--- config.mk ---
export PLATFORM = sky130hd
export DESIGN_NAME = spi_byte_engine
export DESIGN_NICKNAME = d
export VERILOG_FILES = /design/src/rtl/spi_pkg.sv /design/src/rtl/spi_clk_tick.sv /design/src/rtl/spi_byte_engine.sv
export SDC_FILE = /design/constraint.sdc
export NUM_CORES = 1
export LEC_CHECK = 0
export BUFFER_PORTS_ARGS = -buffer_cell sky130_fd_sc_hd__buf_2
export CAP_MARGIN = 20
export CORE_MARGIN = 3
export CORE_UTILIZATION = 45
export CTS_CLUSTER_SIZE = 12
export DETAILED_ROUTE_END_ITERATION = 8
export SLEW_MARGIN = 10
export SYNTH_ARGS = -nofsm -noshare
export SYNTH_HDL_FRONTEND = slang
export SYNTH_HIERARCHICAL = 1
export SYNTH_SLANG_ARGS = --single-unit
--- constraint.sdc ---
create_clock -name p_clk -period 4.65 [get_ports p_clk]
set_input_delay 0.93 -clock p_clk [delete_from_list [all_inputs] [get_ports p_clk]]
set_output_delay 0.93 -clock p_clk [all_outputs]
set_load 0.01 [all_outputs]
--- src/rtl/spi_pkg.sv ---
// Shared state encoding, bit counts and reset values for the SPI byte engine.
package spi_pkg;

   typedef enum logic [2:0] {
      IDLE,
      SHIFT,
      WAIT,
      HOLD,
      GAP
   } state_t;

   localparam int SPI_BITS = 8;
   localparam int EDGE_W   = $clog2(2 * SPI_BITS + 1);

   localparam state_t STATE_RST = IDLE;
   localparam int     CNT_RST   = 0;

   localparam logic [EDGE_W-1:0] EDGE_RST = '0;
   localparam logic [EDGE_W-1:0] EDGE_RX  = EDGE_W'(2 * SPI_BITS - 1);
   localparam logic [EDGE_W-1:0] EDGE_END = EDGE_W'(2 * SPI_BITS);

   function automatic logic [SPI_BITS-1:0] bit_rev(
      input logic [SPI_BITS-1:0] d
   );
      logic [SPI_BITS-1:0] r;
      r = '0;
      for (int i = 0; i < SPI_BITS; i++) begin
         r[i] = d[SPI_BITS-1-i];
      end
      return r;
   endfunction

endpackage

--- src/rtl/spi_clk_tick.sv ---
// Loadable half-period counter: one-cycle tick every clk_div+1 cycles while
// enabled; the period is latched on load so later divider changes are ignored.
module spi_clk_tick
   import spi_pkg::*;
#(
   parameter int DIV_W = 8
) (
   input  logic             clk,
   input  logic             rst_n,
   input  logic             load,
   input  logic [DIV_W-1:0] load_val,
   input  logic             en,
   output logic             tick
);

   logic [DIV_W-1:0] cnt;
   logic [DIV_W-1:0] per;

   assign tick = en && (cnt == '0);

   always_ff @(posedge clk or negedge rst_n) begin
      if (!rst_n) begin
         cnt <= DIV_W'(CNT_RST);
         per <= DIV_W'(CNT_RST);
      end else if (load) begin
         cnt <= load_val;
         per <= load_val;
      end else if (tick) begin
         cnt <= per;
      end else if (en) begin
         cnt <= cnt - DIV_W'(1);
      end
   end

endmodule

--- src/rtl/spi_byte_engine.sv ---
// SPI mode-0 byte engine with chip-select hold/gap timing.
// Optional LSB-first shifting is enabled by defining SPI_LSB_FIRST_EN.
module spi_byte_engine
   import spi_pkg::*;
#(
   parameter int DIV_W = 8
) (
   input  logic                p_clk,
   input  logic                p_reset_n,
   input  logic [DIV_W-1:0]    clk_div,
   input  logic [SPI_BITS-1:0] tx_data,
   input  logic                tx_valid,
   output logic                tx_ready,
   input  logic                tx_last,
`ifdef SPI_LSB_FIRST_EN
   input  logic                lsb_first,
`endif
   output logic [SPI_BITS-1:0] rx_data,
   output logic                rx_valid,
   output logic                busy,
   output logic                s_clk,
   output logic                s_css,
   output logic                s_mosi,
   input  logic                s_miso
);

   state_t              state;
   logic [EDGE_W-1:0]   edge_cnt;
   logic [SPI_BITS-1:0] tx_sh;
   logic [SPI_BITS-1:0] rx_sh;
   logic [SPI_BITS-1:0] tx_ord;
   logic                last_q;
   logic                lsb_q;
   logic                lsb_in;
   logic                accept;
   logic                tick;
   logic                tick_en;

`ifdef SPI_LSB_FIRST_EN
   assign lsb_in = lsb_first;
`else
   assign lsb_in = 1'b0;
`endif

   // Bytes are always shifted out MSB-side; LSB-first just pre-reverses.
   assign tx_ord  = lsb_in ? bit_rev(tx_data) : tx_data;
   assign accept  = tx_valid && tx_ready;
   assign tick_en = (state == SHIFT) || (state == HOLD) || (state == GAP);

   spi_clk_tick #(
      .DIV_W(DIV_W)
   ) u_tick (
      .clk     (p_clk),
      .rst_n   (p_reset_n),
      .load    (accept),
      .load_val(clk_div),
      .en      (tick_en),
      .tick    (tick)
   );

   always_ff @(posedge p_clk or negedge p_reset_n) begin
      if (!p_reset_n) begin
         state    <= STATE_RST;
         edge_cnt <= EDGE_RST;
         tx_sh    <= '0;
         rx_sh    <= '0;
         last_q   <= 1'b0;
         lsb_q    <= 1'b0;
         tx_ready <= 1'b0;
         rx_data  <= '0;
         rx_valid <= 1'b0;
         busy     <= 1'b0;
         s_clk    <= 1'b0;
         s_css    <= 1'b1;
         s_mosi   <= 1'b0;
      end else begin
         rx_valid <= 1'b0;
         unique case (state)
            IDLE, WAIT: begin
               tx_ready <= 1'b1;
               if (accept) begin
                  state    <= SHIFT;
                  tx_ready <= 1'b0;
                  busy     <= 1'b1;
                  s_css    <= 1'b0;
                  s_clk    <= 1'b0;
                  tx_sh    <= tx_ord;
                  s_mosi   <= tx_ord[SPI_BITS-1];
                  edge_cnt <= EDGE_RST;
                  last_q   <= tx_last;
                  lsb_q    <= lsb_in;
               end
            end
            SHIFT: begin
               if (tick) begin
                  // The tick after the 16th edge closes the last low phase.
                  if (edge_cnt == EDGE_END) begin
                     if (last_q) begin
                        state <= HOLD;
                     end else begin
                        state    <= WAIT;
                        tx_ready <= 1'b1;
                     end
                  end else begin
                     edge_cnt <= edge_cnt + EDGE_W'(1);
                     s_clk    <= ~s_clk;
                     if (!s_clk) begin
                        rx_sh <= {rx_sh[SPI_BITS-2:0], s_miso};
                     end else if (edge_cnt == EDGE_RX) begin
                        rx_valid <= 1'b1;
                        rx_data  <= lsb_q ? bit_rev(rx_sh) : rx_sh;
                     end else begin
                        tx_sh  <= tx_sh << 1;
                        s_mosi <= tx_sh[SPI_BITS-2];
                     end
                  end
               end
            end
            HOLD: begin
               if (tick) begin
                  state <= GAP;
                  s_css <= 1'b1;
               end
            end
            GAP: begin
               if (tick) begin
                  state    <= IDLE;
                  busy     <= 1'b0;
                  tx_ready <= 1'b1;
               end
            end
            default: begin
               state <= IDLE;
            end
         endcase
      end
   end

endmodule

==> results of run 1 <==
[through the flow]
step	cells	power, mW	util (%)	hold WS (ns)
3_5_place_dp	328	1.22	51.0	0.477
4_1_cts	336	1.50	52.7	0.491
2_1_floorplan	228	1.10	-	0.459
5_1_grt	336	1.61	52.7	0.515
3_3_place_gp	328	1.21	51.0	0.474
6_report	336	1.49	52.7	0.487
[power groups by stage]
stage	Combinational [mW]	Sequential [mW]	Clock, mW
final	0.469	0.738	0.282
after global placement	0.465	0.747	0
after CTS	0.475	0.738	0.292
after floorplan	0.389	0.713	0
after global routing	0.536	0.763	0.314
after detailed placement	0.475	0.746	0
[routing by layer]
metal / share of wire (%) / track usage (%) / wire, um / up-vias
met5: 0 / 0 / 0 / -
li1: - / - / - / 875
met2: 45 / 22.9 / 2150 / 32
met1: 49 / 20.8 / 2370 / 865
met3: 4.7 / 4.96 / 227 / 9
met4: 1.5 / 4.61 / 74 / 0
[final cells by class]
cell class                 count  share of cell area [%]
clock buffer                   5                    2.33
multi-input combinational    151                    39.8
sequential                    54                    45.7
timing repair buffer          36                    6.26
clock inverter                 3                   0.889
inverter                      15                    1.90
tap                           72                    3.05
[critical path, delay by kind of cell, from the launching register on]
kind                   cells  cell delay (ns)
AOI/OAI and AO/OA          1             0.63
buffers and inverters      1             0.14
DFF                        1             0.50
muxes                      1             0.39
and+or+nand+nor            5             1.50
[logic make-up after synthesis]
kind of cell / share of synthesized area [%]
XOR/XNOR: 0.659
multiplexers: 17.1
buffers and inverters: 4.80
flip-flops: 50.9
AO/OA/AOI/OAI: 10.9
AND/OR/NAND/NOR: 13.8
adder cells (fa/ha/maj): 1.88
[flip-flops by register name (all words and copies together) (netlist names)]
register and cells:
last_q 1, rx_sh 8, s_mosi 1, tx_sh 7
u_tick/cnt 8, s_clk 1, state 3, edge_cnt 5
tx_ready 1, busy 1, rx_data 8, u_tick/per 8
rx_valid 1, s_css 1
[cell usage in the layout, fill, tap and decap left out, types with 5 or more instances in the layout]
cell	count
nand2_1	19
dfrtp_1	53
buf_2	34
a21oi_1	11
clkbuf_8	5
nor2_1	13
mux2_4	8
mux2_2	23
inv_1	15
o21ai_0	15
[worst min-delay path by stage]
stage | startpoint | to | slack [ns] | depth (start not counted)
3_3_place_gp | tx_sh[2]$_DFFE_PN0P_ | tx_sh[2]$_DFFE_PN0P_ | 0.47 | 1
4_1_cts | s_css$_DFFE_PN1P_ | s_css$_DFFE_PN1P_ | 0.49 | 2
2_1_floorplan | tx_sh[2]$_DFFE_PN0P_ | tx_sh[2]$_DFFE_PN0P_ | 0.46 | 1
6_report | s_css$_DFFE_PN1P_ | s_css$_DFFE_PN1P_ | 0.49 | 2
3_5_place_dp | s_css$_DFFE_PN1P_ | s_css$_DFFE_PN1P_ | 0.48 | 2
5_1_grt | s_css$_DFFE_PN1P_ | s_css$_DFFE_PN1P_ | 0.51 | 2
==> metrics, run 1 <==
Worst setup SP type=register; residual antenna-violating net count after detailed routing=0; leakage power total=~1.4 nW; Largest stage delay, worst path=0.63 ns; number of placement rows=27; Setup crit end kind=register; result of the run=finished, final reports clean; top-count cell post-synth=dfrtp_1; final setup fails=0; footprint of the flip-flops and latches=around 1400 sq um; unrepaired setup endpoints after global routing=false; TritonCTS Buffers=5; Arr. time, crit path=around 3.5 ns; grt total ovfl=0; Fill cells=520; share of flip-flops with an asynchronous set or reset after synthesis=100%; Mapped Area=approximately 2700 sq um; top-level I/O count=35; pin count of the biggest net entering global routing=35; total number of clock tree sinks=54; worst setup path endpoint=rx_sh[6]$_DFFE_PN0P_; multi-input gate area in the final layout=roughly 1200 sq um; P&R area growth vs syn=11.3%; source of the worst register-to-register timing path=state[0]$_DFFE_PN0P_; Yosys top cell by area=dfrtp_1; worst-path maximum fanout=10; DP Wirelength=3390 um; count of instances resized after the clock tree is built=0; CTS max path bufs=2; number of vias per cell=around 5.3; placed inst area=2860 sq um; Critical Path Source=state[0]$_DFFE_PN0P_; most frequent cells after synthesis=dfrtp_1 (53), mux2_2 (23), nand2_1 (19); drt pass-1 iters=4; internal cell power=approximately 0.96 mW; share of total power in combinational logic=approximately a third; Residual DRC=0; initial core utilization=between 40% and 50%; violation count after the first detailed-routing iteration=111; wire length after detailed routing=about 4800 um; antenna violations before repair=0; worst-case vdd ir drop=around 0.27 mV; proportion of layout cells with a drive suffix above 1=roughly a third; number of setup buffers added after CTS=0; maximum clock skew at final layout=~0.0062 ns; worst r2r path cells=8; number of global-route vias before repair=between 1500 and 2000; Post-synth EDFFs=0; crit share post-route=a little over two thirds; Finished Cell Area=2960 sq um; portion of total power attributed to the clock network=approximately a fifth; global-route wire length before repair=about 8600 um; crit path kind=register to register; achievable clock frequency=slightly above 300 MHz; Tightest Pin Transition=approximately 0.74 ns; net count of the mapped netlist=between 200 and 300; register bit count reported by yosys=54; CTS clock-pin slew for the worst setup and hold paths=around 0.1 ns; post-layout minimum cycle time=approximately 3.3 ns; Worst R2R End=rx_sh[6]$_DFFE_PN0P_; nets=approximately 290; sequence of cells on the critical path=inv_1 -> o21ai_0 -> or3b_1 -> nor4b_4 -> and4bb_4 -> nand2_1 -> nor2_2 -> mux2_2; worst setup timing slack at the placement stage=about 1.4 ns; Cells after Synth=about 230; Yosys warnings=6; part of the Yosys area used for sequential elements=around 50%; main flop type after synthesis=dfrtp_1; clock tree from TritonCTS=done; final worst slack=1.39 ns; total routing usage reported by global routing=15.2%; R2R setup slack=~1.4 ns; Max Slew Vio Count=0; Root Driver=clkbuf_8; standard cell with the maximum stage delay on the critical path=o21ai_0; vias=between 1500 and 2000; # Max-Cap Violations=0; die height=around 83 um; clock latency on the worst-skew pair=0.32 ns; aggregate negative setup slack=0 ns; H-tree depth=2; Die Outline Area=a little under 7000 sq um; Psw=approximately 0.53 mW; top cells by area in the synthesized netlist=dfrtp_1 (50%), mux2_2 (9.7%), mux2_4 (4.5%); PD cells=between 500 and 600 nW/um^2; count of distinct cell types in the synthesized netlist=slightly above 50; number of antenna repair diodes=0; Die X=approximately 83 um; cts-stage hold buffer count=0; post-synthesis average cell area=around 12 sq um; sequential share of power=about half; Core Region=5610 sq um; port bufs=34; Final Hold Viols=0; switching power share of the total=35.5%; Max-Slew Margin vs Limit=50.0%; average detailed-routed wire length per instance=around 14 um; path class of the lowest-slack min-delay path=register to register; share of Yosys cell area claimed by the top area cell type=49.9%; last weighted congestion value of the routability-driven placer=slightly above 0.8; required time of the critical path=about 4.9 ns
No activity file was read; power rests on OpenSTA's default activity.
==> run 2, diff against run 1 <==
--- a/config.mk
+++ b/config.mk
@@ -5,6 +5,7 @@
 export SDC_FILE = /design/constraint.sdc
 export NUM_CORES = 1
 export LEC_CHECK = 0
+export ABC_AREA = 1
 export BUFFER_PORTS_ARGS = -buffer_cell sky130_fd_sc_hd__buf_2
 export CAP_MARGIN = 20
 export CORE_MARGIN = 3
==> constraint.sdc (replaced) <==
create_clock -name p_clk -period 3.3 [get_ports p_clk]
set_input_delay 0.66 -clock p_clk [delete_from_list [all_inputs] [get_ports p_clk]]
set_output_delay 0.66 -clock p_clk [all_outputs]
set_load 0.01 [all_outputs]
==> run 2 against run 1 <==
  * First-iteration DRC count is 8.1% lower
  * Die area increased by 6.8%
  * Largest power group is now combinational cells
  * Maximum frequency is 32% higher
  * Largest cell class unchanged
  * Synthesized area grew 7.3%
  * Wire length grew 19%
  * Combinational power increased to 2.8 times the previous value
  * Sequential power grew 41%
  * Final cell count is 38% higher
==> metrics, run 2 <==
source of the worst register-to-register timing path=state[0]$_DFFE_PN0P_; Worst setup SP type=register; Setup crit end kind=register; CP Depth=11 (+3); H-tree depth=2 (unchanged); portion of total power attributed to the clock network=14.1% (-4.8 points); Tightest Pin Transition=0.835 ns (+0.0935 ns); sequence of cells on the critical path=inv_1 -> o21ai_0 -> nand3_4 -> clkinv_2 -> inv_1 -> nand3_1 -> nand2_2 -> clkinv_4 -> nand3_4 -> nand2_1 -> nand2_1; count of distinct cell types in the synthesized netlist=33 (-35%); net count of the mapped netlist=375 (+48%); Buf+Inv Stages, Crit Path=4 (+3); required time of the critical path=3.51 ns (-1.35 ns); cts-stage hold buffer count=0 (unchanged); antenna violations before repair=0 (unchanged); number of setup buffers added after CTS=0 (unchanged); final setup fails=0 (unchanged); share of Yosys cell area claimed by the top area cell type=46.5% (-3.4 points); Residual DRC=0 (unchanged); Final Hold Viols=0 (unchanged); aggregate negative setup slack=0 ns (unchanged); number of placement rows=28 (+3.7%); most frequent cells in the layout=nand2_1 (116), dfrtp_1 (53), inv_1 (36); share of flip-flops with an asynchronous set or reset after synthesis=100% (unchanged); crit path kind=register to register; CTS clock-pin slew for the worst setup and hold paths=0.10 ns (about the same); die height=85.6 um (+3.3%); Psw=1.27 mW (+140%); switching power share of the total=46.6% (+11 points); DP Wirelength=4000 um (+18%); Yosys warnings=6 (unchanged); leakage power total=1.62 nW (+15%); clock latency on the worst-skew pair=0.31 ns (about the same); path class of the lowest-slack min-delay path=primary input to async pin; standard cell with the maximum stage delay on the critical path=o21ai_0; crit share post-route=75.1% (+4.9 points); internal cell power=1.46 mW (+52%); R2R setup slack=0.82 ns (-0.56 ns); count of instances resized after the clock tree is built=0 (unchanged); maximum clock skew at final layout=0.00586 ns (-0.000306 ns); result of the run=finished, final reports clean; Root Driver=clkbuf_8; post-synthesis average cell area=8.15 sq um (-30%); delay-heaviest family, CP=simple AND/OR/NAND/NOR gates; initial core utilization=47.3% (about the same); CTS max path bufs=2 (unchanged); Die X=85.6 um (+3.3%); total routing usage reported by global routing=17.4% (+2.2 points); total number of clock tree sinks=54 (unchanged); last weighted congestion value of the routability-driven placer=0.899 (+8.7%); # Max-Cap Violations=0 (unchanged); TritonCTS Buffers=5 (unchanged); register bit count reported by yosys=54 (unchanged); number of global-route vias before repair=2274 (+29%); Fill cells=610 (+17%); part of the Yosys area used for sequential elements=47.4% (-3.5 points); worst r2r path cells=11 (+3); wire length after detailed routing=5730 um (+19%); pin count of the biggest net entering global routing=55 (+57%); worst-case vdd ir drop=0.516 mV (+94%); most common library cell in the layout ignoring fill and taps=nand2_1; main flop type after synthesis=dfrtp_1; final hold slack=0.458 ns (-0.0287 ns); top cells by area in the synthesized netlist=dfrtp_1 (46%), nand2_1 (15%), inv_1 (4.7%); Critical Path Source=state[0]$_DFFE_PN0P_; worst-path maximum fanout=9 (-1); Cells after Synth=350 (+54%); most frequent cells after synthesis=nand2_1 (116), dfrtp_1 (53), inv_1 (36); share of total power in combinational logic=47.7% (+16 points); Mapped Area=2850 sq um (+7.3%); violation count after the first detailed-routing iteration=102 (-8.1%); achievable clock frequency=404 MHz (+32%); drt pass-1 iters=4 (unchanged); vias=2323 (+30%); sequential share of power=38.2% (-11 points); number of vias per cell=5.03 (-5.1%); Largest stage delay, worst path=0.68 ns (+0.05 ns); unrepaired setup endpoints after global routing=false; port bufs=34 (unchanged); Core Region=6030 sq um (+7.5%); Max-Slew Margin vs Limit=43.7% (-6.3 points); residual antenna-violating net count after detailed routing=0 (unchanged); global-route wire length before repair=10400 um (+21%); PD cells=862 nW/um^2 (+71%); grt total ovfl=0 (unchanged); Post-synth EDFFs=0 (unchanged); number of antenna repair diodes=0 (unchanged); nets=411 (+43%); Worst R2R End=tx_sh[1]$_DFFE_PN0P_; Yosys top cell by area=dfrtp_1; average detailed-routed wire length per instance=12.4 um (-14%); post-layout minimum cycle time=2.48 ns (-0.786 ns); top-level I/O count=35 (unchanged); Max Slew Vio Count=0 (unchanged); top-count cell post-synth=nand2_1; Die Outline Area=7330 sq um (+6.8%); Arr. time, crit path=2.69 ns (-0.79 ns); proportion of layout cells with a drive suffix above 1=22.7% (-9.8 points); P&R area growth vs syn=11.3% (about the same); clock tree from TritonCTS=done
run 2: power by group through the flow:
stage / Combinational (mW) / Sequential, mW / Clock (mW)
global route: 1.52 / 1.08 / 0.427
floorplan: 1.05 / 1.02 / 0
global placement: 1.30 / 1.05 / 0
CTS: 1.31 / 1.04 / 0.402
finish: 1.30 / 1.04 / 0.386
detailed placement: 1.30 / 1.05 / 0
run 2: worst max path at each step:
| stage | to | slack (ns) |
|---|---|---|
| 4_1_cts | tx_sh[1]$_DFFE_PN0P_ | 0.83 |
| 3_5_place_dp | tx_sh[2]$_DFFE_PN0P_ | 0.86 |
| 2_1_floorplan | state[1]$_DFFE_PN0P_ | 1.23 |
| 6_report | tx_sh[1]$_DFFE_PN0P_ | 0.82 |
| 5_1_grt | tx_sh[6]$_DFFE_PN0P_ | 0.53 |
| 3_3_place_gp | tx_sh[4]$_DFFE_PN0P_ | 0.89 |
run 2: kinds of logic (layout without fill, tap and decap cells):
family	count (synthesis)	after routing	share of synthesized area, %
adders and majority gates	4	4	1.75
buffers and inverters	49	86	7.63
and+or+nand+nor	188	188	30.6
DFF	54	54	47.4
AOI/OAI and AO/OA	53	53	11.9
muxes	1	1	0.395
xor gates and xnor gates	1	1	0.307
run 2: routing by layer:
layer / vias to the layer above / track usage [%] / share of wire, %
met1: 1058 / 23.5 / 50
li1: 1196 / - / -
met2: 59 / 28.5 / 43
met5: - / 0 / 0
met3: 10 / 3.17 / 5.0
met4: 0 / 5.32 / 1.5
run 2: per-stage QoR:
stage / utilization, % / worst slack (ns) / instance area (sq um) / total power, mW / std cells
after floorplan: - / 1.23 / 2850 / 2.07 / 350
after global placement: 51.1 / 0.890 / 3080 / 2.35 / 454
after detailed placement: 51.1 / 0.859 / 3080 / 2.36 / 454
after CTS: 52.7 / 0.832 / 3170 / 2.76 / 462
after global routing: 52.7 / 0.526 / 3170 / 3.03 / 462
final: 52.7 / 0.822 / 3170 / 2.73 / 462
run 2: final cells by class:
type | count | area, sq um | area share [%]
sequential | 54 | 1350 | 42.6
tap | 75 | 93.8 | 2.96
multi-input combinational | 247 | 1280 | 40.4
inverter | 42 | 165 | 5.20
clock inverter | 3 | 26.3 | 0.828
timing repair buffer | 36 | 185 | 5.83
clock buffer | 5 | 68.8 | 2.17
